==> src/rtl/video_fx_pkg.sv <==
`default_nettype none
// ============================================================================
//  Module      : video_fx_pkg
//  Description : Channel type, per-layer palette constants and layer gating
//                helper shared by the video effects controller.
//  Revision    : 1.0 - initial release
// ============================================================================
package video_fx_pkg;

    typedef logic [3:0] chan_t;

    typedef struct packed {
        chan_t r;
        chan_t g;
        chan_t b;
    } rgb_t;

    localparam rgb_t c_black         = '{r: 4'd0,  g: 4'd0,  b: 4'd0};
    localparam rgb_t c_stars         = '{r: 4'd7,  g: 4'd7,  b: 4'd7};
    localparam rgb_t c_saucer_mono   = '{r: 4'd7,  g: 4'd7,  b: 4'd7};
    localparam rgb_t c_saucer_color  = '{r: 4'd0,  g: 4'd15, b: 4'd15};
    localparam rgb_t c_rocket_mono   = '{r: 4'd15, g: 4'd15, b: 4'd15};
    localparam rgb_t c_rocket_color  = '{r: 4'd15, g: 4'd15, b: 4'd0};

    // A layer contributes its palette entry only while its video bit is set.
    function automatic rgb_t layer_rgb(input logic en, input rgb_t val);
        return en ? val : c_black;
    endfunction

endpackage
`default_nettype wire

==> src/rtl/sat_mix3.sv <==
`default_nettype none
// ============================================================================
//  Module      : sat_mix3
//  Description : Adds three 4-bit channel contributions, saturating at 15.
//  Revision    : 1.0 - initial release
// ============================================================================
module sat_mix3
    import video_fx_pkg::*;
(
    input  chan_t i_a,
    input  chan_t i_b,
    input  chan_t i_c,
    output chan_t o_sum
);

    logic [5:0] w_sum;

    assign w_sum = {2'b00, i_a} + {2'b00, i_b} + {2'b00, i_c};
    assign o_sum = (w_sum > 6'd15) ? 4'd15 : w_sum[3:0];

endmodule
`default_nettype wire

==> src/rtl/video_fx_ctrl.sv <==
`default_nettype none
// ============================================================================
//  Module      : video_fx_ctrl
//  Description : Frame-synchronous inversion/palette control and a two-stage
//                layer mixer producing 4-bit RGB with data enable.
//  Revision    : 1.0 - initial release
// ============================================================================
module video_fx_ctrl
    import video_fx_pkg::*;
#(
    parameter int INV_HOLD_FRAMES = 2
)
(
    input  logic       clk_sys,
    input  logic       reset_n,
    input  logic       ce_pix,
    input  logic       vsync,
    input  logic       hblank,
    input  logic       vblank,
    input  logic [3:0] video,
    input  logic       color_req,
    input  logic       inv_en,
    output logic [3:0] r,
    output logic [3:0] g,
    output logic [3:0] b,
    output logic       de,
    output logic       inv
);

    localparam logic [3:0] c_hold_init = 4'(INV_HOLD_FRAMES - 1);

    logic       r_vsync_d;
    logic       r_cur_inv;
    logic       r_inv;
    logic       r_color_mode;
    logic [3:0] r_hold;

    rgb_t       r_stars_s1;
    rgb_t       r_saucer_s1;
    rgb_t       r_rocket_s1;
    logic       r_blank_s1;

    rgb_t       r_pix;
    logic       r_de;

    logic       w_boundary;
    rgb_t       w_saucer;
    rgb_t       w_rocket;
    rgb_t       w_mix;

    assign w_boundary = vsync & ~r_vsync_d;

    // A trigger seen on the boundary cycle belongs to the new frame, so the
    // boundary decision uses the pending flag accumulated before this cycle.
    always_ff @(posedge clk_sys) begin
        if (!reset_n) begin
            r_vsync_d    <= 1'b0;
            r_cur_inv    <= 1'b0;
            r_inv        <= 1'b0;
            r_hold       <= 4'd0;
            r_color_mode <= 1'b0;
        end else if (ce_pix) begin
            r_vsync_d <= vsync;
            if (w_boundary) begin
                r_color_mode <= color_req;
            end
            if (!inv_en) begin
                r_inv     <= 1'b0;
                r_hold    <= 4'd0;
                r_cur_inv <= 1'b0;
            end else if (w_boundary) begin
                r_cur_inv <= video[3];
                if (r_cur_inv) begin
                    r_inv  <= 1'b1;
                    r_hold <= c_hold_init;
                end else if (r_hold != 4'd0) begin
                    r_inv  <= 1'b1;
                    r_hold <= r_hold - 4'd1;
                end else begin
                    r_inv  <= 1'b0;
                end
            end else begin
                r_cur_inv <= r_cur_inv | video[3];
            end
        end
    end

    assign w_saucer = r_color_mode ? c_saucer_color : c_saucer_mono;
    assign w_rocket = r_color_mode ? c_rocket_color : c_rocket_mono;

    for (genvar gi = 0; gi < 3; gi++) begin : g_chan
        sat_mix3 u_mix (
            .i_a   (r_stars_s1[gi*4 +: 4]),
            .i_b   (r_saucer_s1[gi*4 +: 4]),
            .i_c   (r_rocket_s1[gi*4 +: 4]),
            .o_sum (w_mix[gi*4 +: 4])
        );
    end

    // Stage 2 uses the live inversion flag; blanking wins over inversion.
    always_ff @(posedge clk_sys) begin
        if (!reset_n) begin
            r_stars_s1  <= c_black;
            r_saucer_s1 <= c_black;
            r_rocket_s1 <= c_black;
            r_blank_s1  <= 1'b0;
            r_pix       <= c_black;
            r_de        <= 1'b0;
        end else if (ce_pix) begin
            r_stars_s1  <= layer_rgb(video[0], c_stars);
            r_saucer_s1 <= layer_rgb(video[1], w_saucer);
            r_rocket_s1 <= layer_rgb(video[2], w_rocket);
            r_blank_s1  <= hblank | vblank;
            r_pix       <= r_blank_s1 ? c_black : (w_mix ^ {12{r_inv}});
            r_de        <= ~r_blank_s1;
        end
    end

    assign r   = r_pix.r;
    assign g   = r_pix.g;
    assign b   = r_pix.b;
    assign de  = r_de;
    assign inv = r_inv;

endmodule
`default_nettype wire

==> config.mk <==
export PLATFORM = sky130hd
export DESIGN_NAME = video_fx_ctrl
export DESIGN_NICKNAME = d
export VERILOG_FILES = /design/src/rtl/video_fx_pkg.sv /design/src/rtl/sat_mix3.sv /design/src/rtl/video_fx_ctrl.sv
export SDC_FILE = /design/constraint.sdc
export NUM_CORES = 1
export LEC_CHECK = 0
export ABC_AREA = 0
export BUFFER_PORTS_ARGS = -buffer_cell sky130_fd_sc_hd__buf_2
export CAP_MARGIN = 30
export CORE_MARGIN = 1.5
export CORE_UTILIZATION = 65
export CTS_BUF_LIST = sky130_fd_sc_hd__clkbuf_2
export CTS_CLUSTER_SIZE = 20
export DETAILED_ROUTE_END_ITERATION = 6
export MAX_ROUTING_LAYER = met4
export PLACE_DENSITY = 0.95
export SKIP_LAST_GASP = 1
export SLEW_MARGIN = 20
export SYNTH_ARGS = -nofsm -noshare
export SYNTH_HDL_FRONTEND = slang
export SYNTH_HIERARCHICAL = 1
export SYNTH_SLANG_ARGS = --single-unit
==> constraint.sdc <==
create_clock -name clk_sys -period 5.85 [get_ports clk_sys]
set_input_delay 0.585 -clock clk_sys [delete_from_list [all_inputs] [get_ports clk_sys]]
set_output_delay 0.585 -clock clk_sys [all_outputs]
set_load 0.02 [all_outputs]
==> impl_metrics.json, run 1 <==
{
  "rows": 20,
  "m1WireLength_um": 1710,
  "hold_depth": 3,
  "detail_route.first_pass.iterations": 4,
  "reg2reg_depth": 9,
  "max_freq_mhz": 366,
  "viasPerCell": 5.45,
  "drt-wirelength-per-cell_um": 13.0,
  "cts_hold_buf": 0,
  "top_layer_used": "met4",
  "cts_resized": 0,
  "die-area_um2": 3600,
  "cts_max_level": 1,
  "endpoint_kind": "flop",
  "fillerInstances": 235,
  "grt_overflow": 0,
  "avgSynthCellArea_um2": 9.04,
  "whs_endpoint": "r_color_mode$_SDFFE_PN0P_",
  "crit_path_cell_trace": "fa_1 -> ha_1 -> inv_1 -> fa_1 -> nor2b_1 -> o21ai_1 -> xnor2_1 -> o22ai_1 -> and2_1",
  "dp_hpwl_um": 2950,
  "met2_length_um": 1990,
  "clock_sinks": 28,
  "leakagePower_nw": 0.990,
  "ys_top_cells_by_area": "dfxtp_1 (27%), fa_1 (14%), inv_1 (6.6%), ha_1 (5.9%), xnor2_1 (5.0%)",
  "r2r_slack_ps": 3120,
  "drtIter0Drc": 82,
  "tightestPinTransition_ps": 738,
  "n_antenna_cell": 0,
  "multiInputGateArea_um2": 1360,
  "crit_start": "r_stars_s1[5]$_SDFFE_PN0P_",
  "utilization_pct": 74.2,
  "portBuffers": 25,
  "min_from": "color_req",
  "rsz0062_at_grt": "no",
  "synth_cells": 234,
  "crit_path_max_incr_delay_ps": 820,
  "dpl-instance-area_um2": 2240,
  "ys_seq_elements": 28,
  "grt_antenna_before_repair": 0,
  "root_buffer": "clkbuf_2",
  "reg2reg_to": "g[2]$_SDFFE_PN0P_",
  "power.density_nw_per_um2": 213,
  "die_h_um": 60.0,
  "cpMostUsedCell": "fa_1",
  "clockBufferDepth": 2,
  "slew_viol_final": 0,
  "initial_core_util_pct": 68.7,
  "grt_max_degree": 32,
  "core_um2": 3080,
  "critPathSlowestCell": "dfxtp_1",
  "irDropWorstVdd_v": 0.000123,
  "synth.distinct_cells": 43,
  "worstReg2RegStart": "r_stars_s1[5]$_SDFFE_PN0P_",
  "yosys.area.top_type_share_pct": 26.5,
  "crit_path_max_fanout": 10,
  "nets": 294,
  "fin_skew_ps": 9.50,
  "met3WireLength_um": 126,
  "worst_hold_path_type": "in2reg",
  "maxSlewHeadroom_pct": 50.7,
  "drive_gt1_share_pct": 15.2,
  "area.sequential_um2": 561,
  "clk_pin_slew_ps": 280,
  "cp_data_arrival_time_ps": 3070,
  "ys_warn_count": 6,
  "maxCapViolCount": 0,
  "design_area_um2": 2280,
  "yosysSeqAreaShare_pct": 26.5,
  "cts_buffers": 3,
  "num_vias": 1634,
  "ant_nets": 0,
  "insertion_delay_ps": 390,
  "finalSetupViolCount": 0,
  "tritoncts": "built",
  "io_pins": 26,
  "drc": 0,
  "status": "complete, no violations",
  "min_period_over_period_pct": 46.7,
  "syn2layout_area_growth_pct": 7.99,
  "critical_path_class": "reg2reg",
  "cp.required_ps": 6190,
  "grt_first_pass_wirelength_um": 6570,
  "die_w_um": 60.0,
  "syn_area_um2": 2110,
  "post_cts_buffers": 0,
  "yosysTopAreaCell": "dfxtp_1",
  "routabilityCongestion": 0.845,
  "tns_ps": 0,
  "routed_wirelength_um": 3890,
  "report.final.hold_viol_count": 0,
  "finalCriticalPeriod_ps": 2730,
  "grt_pass1_vias": 1566,
  "cp-start-kind": "flop",
  "track_usage_pct": 25.2
}
power breakdown:
part           leakage (nW)  total (mW)  switching [mW]  internal, mW
clock network        0.0266       0.121          0.0621        0.0587
registers             0.229       0.217          0.0128         0.204
logic                 0.733       0.148          0.0786        0.0697
total                 0.990       0.486           0.153         0.332
worst max-delay path: cells and delay by family, from the launching register on:
family                     cells  cell delay (ps)
AOI/OAI and AO/OA              2              170
and+or+nand+nor                2              320
adders and majority gates      3             1160
DFF                            1              820
xor gates and xnor gates       1              130
buffers and inverters          1               80
stage by stage:
step / setup slack (ps) / total power [mW] / hold WS, ps / std cells
5_1_grt: 2890 / 0.519 / 410 / 300
4_1_cts: 3110 / 0.489 / 407 / 300
3_3_place_gp: 3220 / 0.360 / 459 / 296
2_1_floorplan: 3350 / 0.335 / 457 / 237
6_report: 3120 / 0.486 / 408 / 300
3_5_place_dp: 3110 / 0.368 / 489 / 296
how the worst max path moves through the flow:
stage	to	slack (ps)
after floorplan	r[2]$_SDFFE_PN0P_	3350
after global placement	b[2]$_SDFFE_PN0P_	3220
after detailed placement	g[2]$_SDFFE_PN0P_	3110
after CTS	g[2]$_SDFFE_PN0P_	3110
after global routing	b[2]$_SDFFE_PN0P_	2890
final	g[2]$_SDFFE_PN0P_	3120
flip-flops by register name, summed over array words and instances, names as in the netlist, 2 cells and up:
signal	flops
r_rocket_s1	2
r_saucer_s1	3
r_hold	4
g	4
b	4
r	4
layout by cell type (no fill, tap or decap), types with 4 or more instances in the layout:
cell / n
and2_1: 13
o21ai_1: 13
ha_1: 10
inv_1: 37
nand2_1: 4
buf_2: 25
o22ai_1: 12
a21oi_1: 4
conb_1: 4
a21boi_1: 4
dfxtp_1: 28
nand2b_1: 9
fa_1: 15
xnor2_1: 12
mux2i_1: 4
nor2b_1: 14
nor2_1: 10
cells in the mapped netlist (all sizes together):
master / instances
o2bb2ai: 1
a22oi: 1
nor3: 1
nand4b: 1
dfxtp: 28
nor2: 10
conb: 1
and3b: 3
mux2i: 4
inv: 37
nand2b: 9
o21ai: 15
o22ai: 12
ha: 10
fa: 15
o32ai: 1
and4b: 3
nor3b: 2
nand2: 5
and2: 13
clkbuf: 2
a21boi: 5
nand3: 3
buf: 8
nor4b: 1
nor2b: 14
a21o: 3
or2b: 1
nor4: 1
xnor2: 12
nand4: 1
a21oi: 4
nand3b: 4
o211ai: 2
o211a: 1
kinds of logic after synthesis:
kind of cell	after synthesis	share of synthesized area, %
simple gates	72	23.0
buf+inv	47	9.76
compound gates	45	13.6
flops	28	26.5
fa+ha+maj	25	20.1
xor+xnor	12	4.97
mux	4	1.89
other cells	1	0.177
metal layers:
| layer | track usage, % | vias to the layer above |
|---|---|---|
| li1 | - | 809 |
| met1 | 28.4 | 780 |
| met2 | 43.8 | 39 |
| met3 | 4.11 | 6 |
| met4 | 10.8 | 0 |
| met5 | - | - |
area by class of cell:
class / count / area share (%)
Tap cell: 44 / 2.41
Timing Repair Buffer: 25 / 5.48
Inverter: 37 / 6.08
Clock inverter: 1 / 1.32
Sequential cell: 28 / 24.5
Multi-Input combinational cell: 162 / 59.5
Clock buffer: 3 / 0.658
No activity file was read; power rests on OpenSTA's default activity.
==> inputs of run 2 (changes only) <==
--- a/config.mk
+++ b/config.mk
@@ -5,16 +5,16 @@
 export SDC_FILE = /design/constraint.sdc
 export NUM_CORES = 1
 export LEC_CHECK = 0
-export ABC_AREA = 0
+export ABC_AREA = 1
 export BUFFER_PORTS_ARGS = -buffer_cell sky130_fd_sc_hd__buf_2
 export CAP_MARGIN = 30
 export CORE_MARGIN = 1.5
-export CORE_UTILIZATION = 65
+export CORE_UTILIZATION = 60
 export CTS_BUF_LIST = sky130_fd_sc_hd__clkbuf_2
 export CTS_CLUSTER_SIZE = 20
 export DETAILED_ROUTE_END_ITERATION = 6
 export MAX_ROUTING_LAYER = met4
-export PLACE_DENSITY = 0.95
+export PLACE_DENSITY = 0.91
 export SKIP_LAST_GASP = 1
 export SLEW_MARGIN = 20
 export SYNTH_ARGS = -nofsm -noshare
==> constraint.sdc (replaced) <==
create_clock -name clk_sys -period 2.75 [get_ports clk_sys]
set_input_delay 0.275 -clock clk_sys [delete_from_list [all_inputs] [get_ports clk_sys]]
set_output_delay 0.275 -clock clk_sys [all_outputs]
set_load 0.02 [all_outputs]
==> run 2 against run 1 <==
Compared with the run above: cell count up 18%; clock power up 110%; via count up 11%; clock skew up 13 ps; count of clock-buffer cells in the layout unchanged; maximum frequency up 4.3%; final area up 3.2%; power up 120%; sequential cell count unchanged; critical path depth up 1; setup slack worse by 3000 ps; critical endpoint is now g[1]$_SDFFE_PN0P_; highest routed layer unchanged.
==> impl_metrics.json, run 2 <==
{
  "die_h_um": 63.0,
  "layout_common_cells": "nand2_1 (56), inv_1 (41), nand3_1 (33), dfxtp_1 (27)",
  "n_antenna_cell": 0,
  "dpl-instance-area_um2": 2310,
  "report.final.hold_viol_count": 0,
  "yosysSeqAreaShare_pct": 26.0,
  "ys_warn_count": 6,
  "ys_top_cells_by_area": "dfxtp_1 (26%), fa_1 (14%), nand2_1 (9.7%), nand3_1 (7.7%), inv_1 (7.1%)",
  "status": "complete, no violations",
  "pwr-share-seq_pct": 43.1,
  "clk_pin_slew_ps": 280,
  "synth-simple-area-share_pct": 35.1,
  "crit_path_max_fanout": 9,
  "yosys.area.top_type_share_pct": 26.0,
  "max_freq_mhz": 382,
  "detail_route.first_pass.iterations": 4,
  "io_pins": 26,
  "grt_antenna_before_repair": 0,
  "nets": 347,
  "drc": 0,
  "finalSetupViolCount": 0,
  "syn_area_um2": 2160,
  "design_area_um2": 2360,
  "synth_cells": 284,
  "initial_core_util_pct": 63.7,
  "fillerInstances": 266,
  "drtIter0Drc": 101,
  "cts_max_level": 1,
  "synth_mux_area_share_pct": 0,
  "synth_fa_ha_area_share_pct": 19.7,
  "power.share.combinational_pct": 33.8,
  "critical_path_class": "reg2reg",
  "clkPwrFrac_pct": 23.1,
  "p_int_uw": 714,
  "drive_gt1_share_pct": 19.1,
  "synthXorXnorAreaFrac_pct": 1.22,
  "clockBufferDepth": 2,
  "p_sw_share_pct": 34.5,
  "num_vias": 1820,
  "avgSynthCellArea_um2": 7.60,
  "cp_data_arrival_time_ps": 2900,
  "insertion_delay_ps": 390,
  "drt-wirelength-per-cell_um": 11.6,
  "p_sw_uw": 377,
  "cts_buffers": 3,
  "clock_sinks": 28,
  "ys.flop_type": "dfxtp_1",
  "leakagePower_nw": 1.11,
  "cp.required_ps": 3040,
  "use_met3_pct": 3.78,
  "ant_nets": 0,
  "routabilityCongestion": 0.834,
  "yosys-top-cells-count": "nand2_1 (56), inv_1 (41), nand3_1 (33)",
  "cp-start-kind": "flop",
  "met2_usage_pct": 40.4,
  "synthArstFlopShare_pct": 0,
  "endpoint_kind": "flop",
  "tns_ps": 0,
  "grt_overflow": 0,
  "viasPerCell": 5.13,
  "synth-edff-count": 0,
  "final_common_cell": "nand2_1",
  "fin_skew_ps": 22.7,
  "maxCapViolCount": 0,
  "finalCriticalPeriod_ps": 2620,
  "grt_max_degree": 27,
  "yosysTopAreaCell": "dfxtp_1",
  "portBuffers": 25,
  "root_buffer": "clkbuf_2",
  "ys_seq_elements": 28,
  "rows": 21,
  "rsz0062_at_grt": "no",
  "worst_hold_path_type": "in2reg",
  "slew_viol_final": 0,
  "synth.most_common_cell": "nand2_1",
  "maxSlewHeadroom_pct": 46.8,
  "track_usage_pct": 23.4,
  "die_w_um": 63.0,
  "grt_util_met1_pct": 28.3,
  "routed_wirelength_um": 4130,
  "core_um2": 3390,
  "grt_first_pass_wirelength_um": 7360,
  "tightestPinTransition_ps": 798,
  "irDropWorstVdd_v": 0.000359,
  "grt_busiest_layer": "met2",
  "grt_pass1_vias": 1743,
  "dp_hpwl_um": 3100,
  "die-area_um2": 3970,
  "synth_top_family_by_area": "simple AND/OR/NAND/NOR gates",
  "min_period_over_period_pct": 95.2,
  "tritoncts": "built",
  "synth_compound_area_share_pct": 7.71,
  "syn2layout_area_growth_pct": 9.16,
  "synth.distinct_cells": 25,
  "power.density_nw_per_um2": 463
}
run 2: cell count changes in the layout (fill, tap and decap cells not counted), sizes merged, moves of 8 or more:
cell / delta
and2: -13
or2: +15
o21ai: -12
xnor2: -12
nor2: +8
o22ai: -12
nand2: +56
a21oi: +24
nor2b: -14
nand2b: -9
nand3: +42
run 2: kinds of logic (layout without fill, tap and decap cells):
logic type | Yosys count | after routing
AOI/OAI and AO/OA | 31 | 31
xor gates and xnor gates | 3 | 3
DFF | 28 | 28
and+or+nand+nor | 143 | 143
buffers and inverters | 53 | 75
other | 1 | 4
adders and majority gates | 25 | 25
run 2: what timing repair did:
action                                 in CTS  in global routing
gates resized for setup                     0                  1
hold buffers                                0                  0
endpoints found under the hold margin       0                  0
setup endpoints to repair                   0                  5
buffers inserted                            0                  0
run 2: layout make-up:
cell class	count	area, um^2	area share [%]
Multi-Input combinational cell	206	1390	59.0
Sequential cell	28	562	23.8
Inverter	45	169	7.17
Timing Repair Buffer	26	133	5.63
Tap cell	46	57.6	2.44
Clock inverter	1	30.0	1.27
Clock buffer	3	15.0	0.637
run 2: per-layer routing:
metal,wire length [um],vias to the layer above
met4,47,0
met2,2080,31
li1,-,945
met1,1870,838
met5,0,-
met3,133,6
run 2: final timing paths:
path,startpoint,endpoint,slack [ps],cells past startpoint
worst max-delay path,r_rocket_s1[10]$_SDFFE_PN0P_,g[1]$_SDFFE_PN0P_,130,10
worst min-delay path,video[3],r_cur_inv$_SDFFE_PN0P_,120,3
worst max register to register,r_rocket_s1[10]$_SDFFE_PN0P_,g[1]$_SDFFE_PN0P_,130,10
worst min register to register,de$_SDFFE_PN0P_,de$_SDFFE_PN0P_,480,2
run 2: metrics by stage:
stage	setup slack [ps]	hold slack, ps	power (mW)	cells	utilization, %
2_1_floorplan	304	399	0.766	287	-
3_3_place_gp	234	450	0.829	351	68.1
3_5_place_dp	136	453	0.842	351	68.1
4_1_cts	119	102	1.10	355	69.5
5_1_grt	20.6	108	1.16	355	69.5
6_report	133	115	1.09	355	69.5
run 2: power by group through the flow:
stage / Sequential [mW] / Clock, mW / Combinational [mW]
floorplan: 0.497 / 0 / 0.269
global placement: 0.478 / 0 / 0.351
detailed placement: 0.479 / 0 / 0.364
CTS: 0.471 / 0.257 / 0.367
global route: 0.477 / 0.268 / 0.420
finish: 0.471 / 0.252 / 0.368
run 2: critical path: stages, from the launching register on:
cell,delay [ps]
dfxtp_1,650
inv_1,130
fa_1,510
inv_1,40
ha_1,350
or2_1,240
nand3_2,100
nand3_1,90
or2_2,300
nand3_2,60
a21oi_1,60
==> inputs of run 3 (changes only) <==
--- a/config.mk
+++ b/config.mk
@@ -9,7 +9,7 @@
 export BUFFER_PORTS_ARGS = -buffer_cell sky130_fd_sc_hd__buf_2
 export CAP_MARGIN = 30
 export CORE_MARGIN = 1.5
-export CORE_UTILIZATION = 60
+export CORE_UTILIZATION = 59
 export CTS_BUF_LIST = sky130_fd_sc_hd__clkbuf_2
 export CTS_CLUSTER_SIZE = 20
 export DETAILED_ROUTE_END_ITERATION = 6
@@ -19,5 +19,4 @@
 export SLEW_MARGIN = 20
 export SYNTH_ARGS = -nofsm -noshare
 export SYNTH_HDL_FRONTEND = slang
-export SYNTH_HIERARCHICAL = 1
 export SYNTH_SLANG_ARGS = --single-unit
==> run 3 against run 2 <==
Compared with the run above: sequential share of layout area is 3.8 points higher; clock skew fell by 18 ps; final area decreased by 14%; via count decreased by 12%; global-route usage decreased by 0.63 points; utilization down 2.5 points; critical path type unchanged; worst hold slack better by 13 ps; combinational power decreased by 42%; cell count shrank 13%.
==> impl_metrics.json, run 3 <==
{
  "status": "complete, no violations",
  "met2_usage_pct": 40.0,
  "yosys.area.top_type_share_pct": 30.2,
  "synth_compound_area_share_pct": 11.1,
  "maxSlewHeadroom_pct": 47.9,
  "use_met3_pct": 3.93,
  "die_w_um": 59.1,
  "ys_seq_elements": 28,
  "routabilityCongestion": 0.873,
  "ys_warn_count": 0,
  "path_depth": 14,
  "yosys-top-cells-count": "nand2_1 (56), nand3_1 (29), a21oi_1 (28), dfxtp_1 (28), inv_1 (23)",
  "grt_busiest_layer": "met2",
  "reg2reg_to": "g[0]$_SDFFE_PN0P_",
  "ant_nets": 0,
  "crit_path_cell_trace": "inv_1 -> ha_1 -> ha_1 -> inv_1 -> fa_1 -> inv_2 -> nand2_1 -> nand2_1 -> nand3_1 -> nand2_4 -> nand3_1 -> nand2_1 -> nand3_1 -> a21oi_1",
  "yosysTopAreaCell": "dfxtp_1",
  "crit_path_max_fanout": 8,
  "critPathCapture": "g[0]$_SDFFE_PN0P_",
  "worst_hold_path_type": "in2reg",
  "insertion_delay_ps": 360,
  "crit_start": "r_stars_s1[5]$_SDFFE_PN0P_",
  "min_period_over_period_pct": 83.6,
  "cts_hold_buf": 0,
  "finalCriticalPeriod_ps": 2300,
  "power.density_nw_per_um2": 447,
  "post_cts_buffers": 0,
  "final_common_cell": "nand2_1",
  "synth_top_family_by_area": "simple AND/OR/NAND/NOR gates",
  "track_usage_pct": 22.8,
  "detail_route.first_pass.iterations": 5,
  "fin_skew_ps": 4.62,
  "grt_pass1_vias": 1400,
  "cp-start-kind": "flop",
  "synth-simple-area-share_pct": 28.3,
  "rows": 20,
  "slew_viol_final": 0,
  "drc": 0,
  "clk_pin_slew_ps": 260,
  "cts_buffers": 3,
  "grt_first_pass_wirelength_um": 5930,
  "n_antenna_cell": 0,
  "synthArstFlopShare_pct": 0,
  "clock_sinks": 28,
  "finalSetupViolCount": 0,
  "root_buffer": "clkbuf_2",
  "synth.distinct_cells": 32,
  "synth_mux_area_share_pct": 0,
  "report.final.hold_viol_count": 0,
  "drt-wirelength-per-cell_um": 11.9,
  "hold_ws_ps": 129,
  "maxCapViolCount": 0,
  "rsz0062_at_grt": "no",
  "tritoncts": "built",
  "io_pins": 26,
  "routed_wirelength_um": 3670,
  "layout_common_cells": "nand2_1 (56), nand3_1 (29), a21oi_1 (28), dfxtp_1 (28), buf_2 (25)",
  "core_um2": 3030,
  "cp_data_arrival_time_ps": 2610,
  "nets": 302,
  "crit_path_max_incr_delay_ps": 420,
  "endpoint_kind": "flop",
  "synth-edff-count": 0,
  "critPathBufInv": 3,
  "critPathSlowestCell": "dfxtp_1",
  "ys_top_cells_by_area": "dfxtp_1 (30%), ha_1 (12%), nand2_1 (11%), nand3_1 (7.8%), a21oi_1 (7.6%)",
  "portBuffers": 25,
  "tightestPinTransition_ps": 781,
  "grt_max_degree": 26,
  "synth.most_common_cell": "nand2_1",
  "synth_fa_ha_area_share_pct": 18.6,
  "yosysSeqAreaShare_pct": 30.2,
  "fillerInstances": 263,
  "drtIter0Drc": 68,
  "viasPerCell": 5.16,
  "syn_area_um2": 1850,
  "syn2layout_area_growth_pct": 9.45,
  "cts_resized": 0,
  "dp_hpwl_um": 2750,
  "synth_cells": 243,
  "grt_util_met1_pct": 26.4,
  "worstReg2RegStart": "r_stars_s1[5]$_SDFFE_PN0P_",
  "synth_fp_nets": 279,
  "leakagePower_nw": 0.973,
  "grt_overflow": 0,
  "grt_antenna_before_repair": 0,
  "max_freq_mhz": 435,
  "critical_path_class": "reg2reg",
  "drive_gt1_share_pct": 17.7,
  "irDropWorstVdd_v": 0.000394,
  "die-area_um2": 3490,
  "reg2reg_depth": 14,
  "clockBufferDepth": 2,
  "avgSynthCellArea_um2": 7.63,
  "initial_core_util_pct": 61.2,
  "synthXorXnorAreaFrac_pct": 2.36,
  "critPathTopFamily": "adder cells",
  "num_vias": 1595,
  "r2r_slack_ps": 450,
  "cp.required_ps": 3060,
  "die_h_um": 59.1,
  "cts_max_level": 1,
  "tns_ps": 0,
  "ys.flop_type": "dfxtp_1"
}
## run 3: changes by cell type after synthesis, sizes merged, moves of 3 or more
| cell | previous run | this run |
|---|---|---|
| nand3 | 45 | 31 |
| nor2 | 18 | 12 |
| nand4 | 1 | 4 |
| or2 | 15 | 0 |
| fa | 15 | 6 |
| ha | 10 | 18 |
| inv | 44 | 29 |
| o21ai | 3 | 6 |
## run 3: logic make-up after synthesis
| logic type | after synthesis |
|---|---|
| AOI/OAI and AO/OA | 38 |
| adders and majority gates | 24 |
| and+or+nand+nor | 110 |
| DFF | 28 |
| xor gates and xnor gates | 5 |
| buffers and inverters | 38 |
## run 3: power breakdown
part | switching [mW] | total (mW) | internal [mW] | leakage, nW
clock network | 0.122 | 0.247 | 0.125 | 0.0266
logic | 0.129 | 0.213 | 0.0839 | 0.717
registers | 0.0184 | 0.448 | 0.430 | 0.229
## run 3: area by class of cell
cell class / instances / area (um^2) / share of cell area [%]
inverter: 30 / 115 / 5.67
tap: 44 / 55.1 / 2.71
clock buffer: 3 / 15.0 / 0.740
sequential: 28 / 561 / 27.6
clock inverter: 1 / 30.0 / 1.48
timing repair buffer: 26 / 133 / 6.54
multi-input combinational: 177 / 1120 / 55.2
## run 3: stage by stage
step                setup slack, ps  power [mW]  cells  area, um^2  util, %
detailed placement              502       0.667    305        1980     65.5
global placement                569       0.660    305        1980     65.5
finish                          452       0.908    309        2030     67.0
CTS                             459       0.915    309        2030     67.0
floorplan                       710       0.619    243        1850        -
global route                    251       0.957    309        2030     67.0
## run 3: metal layers
| metal | vias up | share of wire [%] |
|---|---|---|
| li1 | 830 | - |
| met1 | 729 | 45 |
| met2 | 32 | 51 |
| met3 | 4 | 2.6 |
| met4 | 0 | 1.0 |
| met5 | - | 0 |
## run 3: worst reg2reg max path, delay by kind of cell (launching register included)
family	cells	cell delay [ps]
fa+ha+maj	3	920
simple gates	7	570
flops	1	420
buf+inv	3	210
compound gates	1	130
## run 3: how the worst min path moves through the flow
stage                      start                   endpoint  cells after the start
3_3_place_gp   g[3]$_SDFFE_PN0P_          g[3]$_SDFFE_PN0P_                      2
2_1_floorplan             hblank    r_blank_s1$_SDFFE_PN0P_                      2
5_1_grt                   hblank    r_blank_s1$_SDFFE_PN0P_                      3
4_1_cts                   hblank    r_blank_s1$_SDFFE_PN0P_                      3
6_report               color_req  r_color_mode$_SDFFE_PN0P_                      3
3_5_place_dp   g[3]$_SDFFE_PN0P_          g[3]$_SDFFE_PN0P_                      2
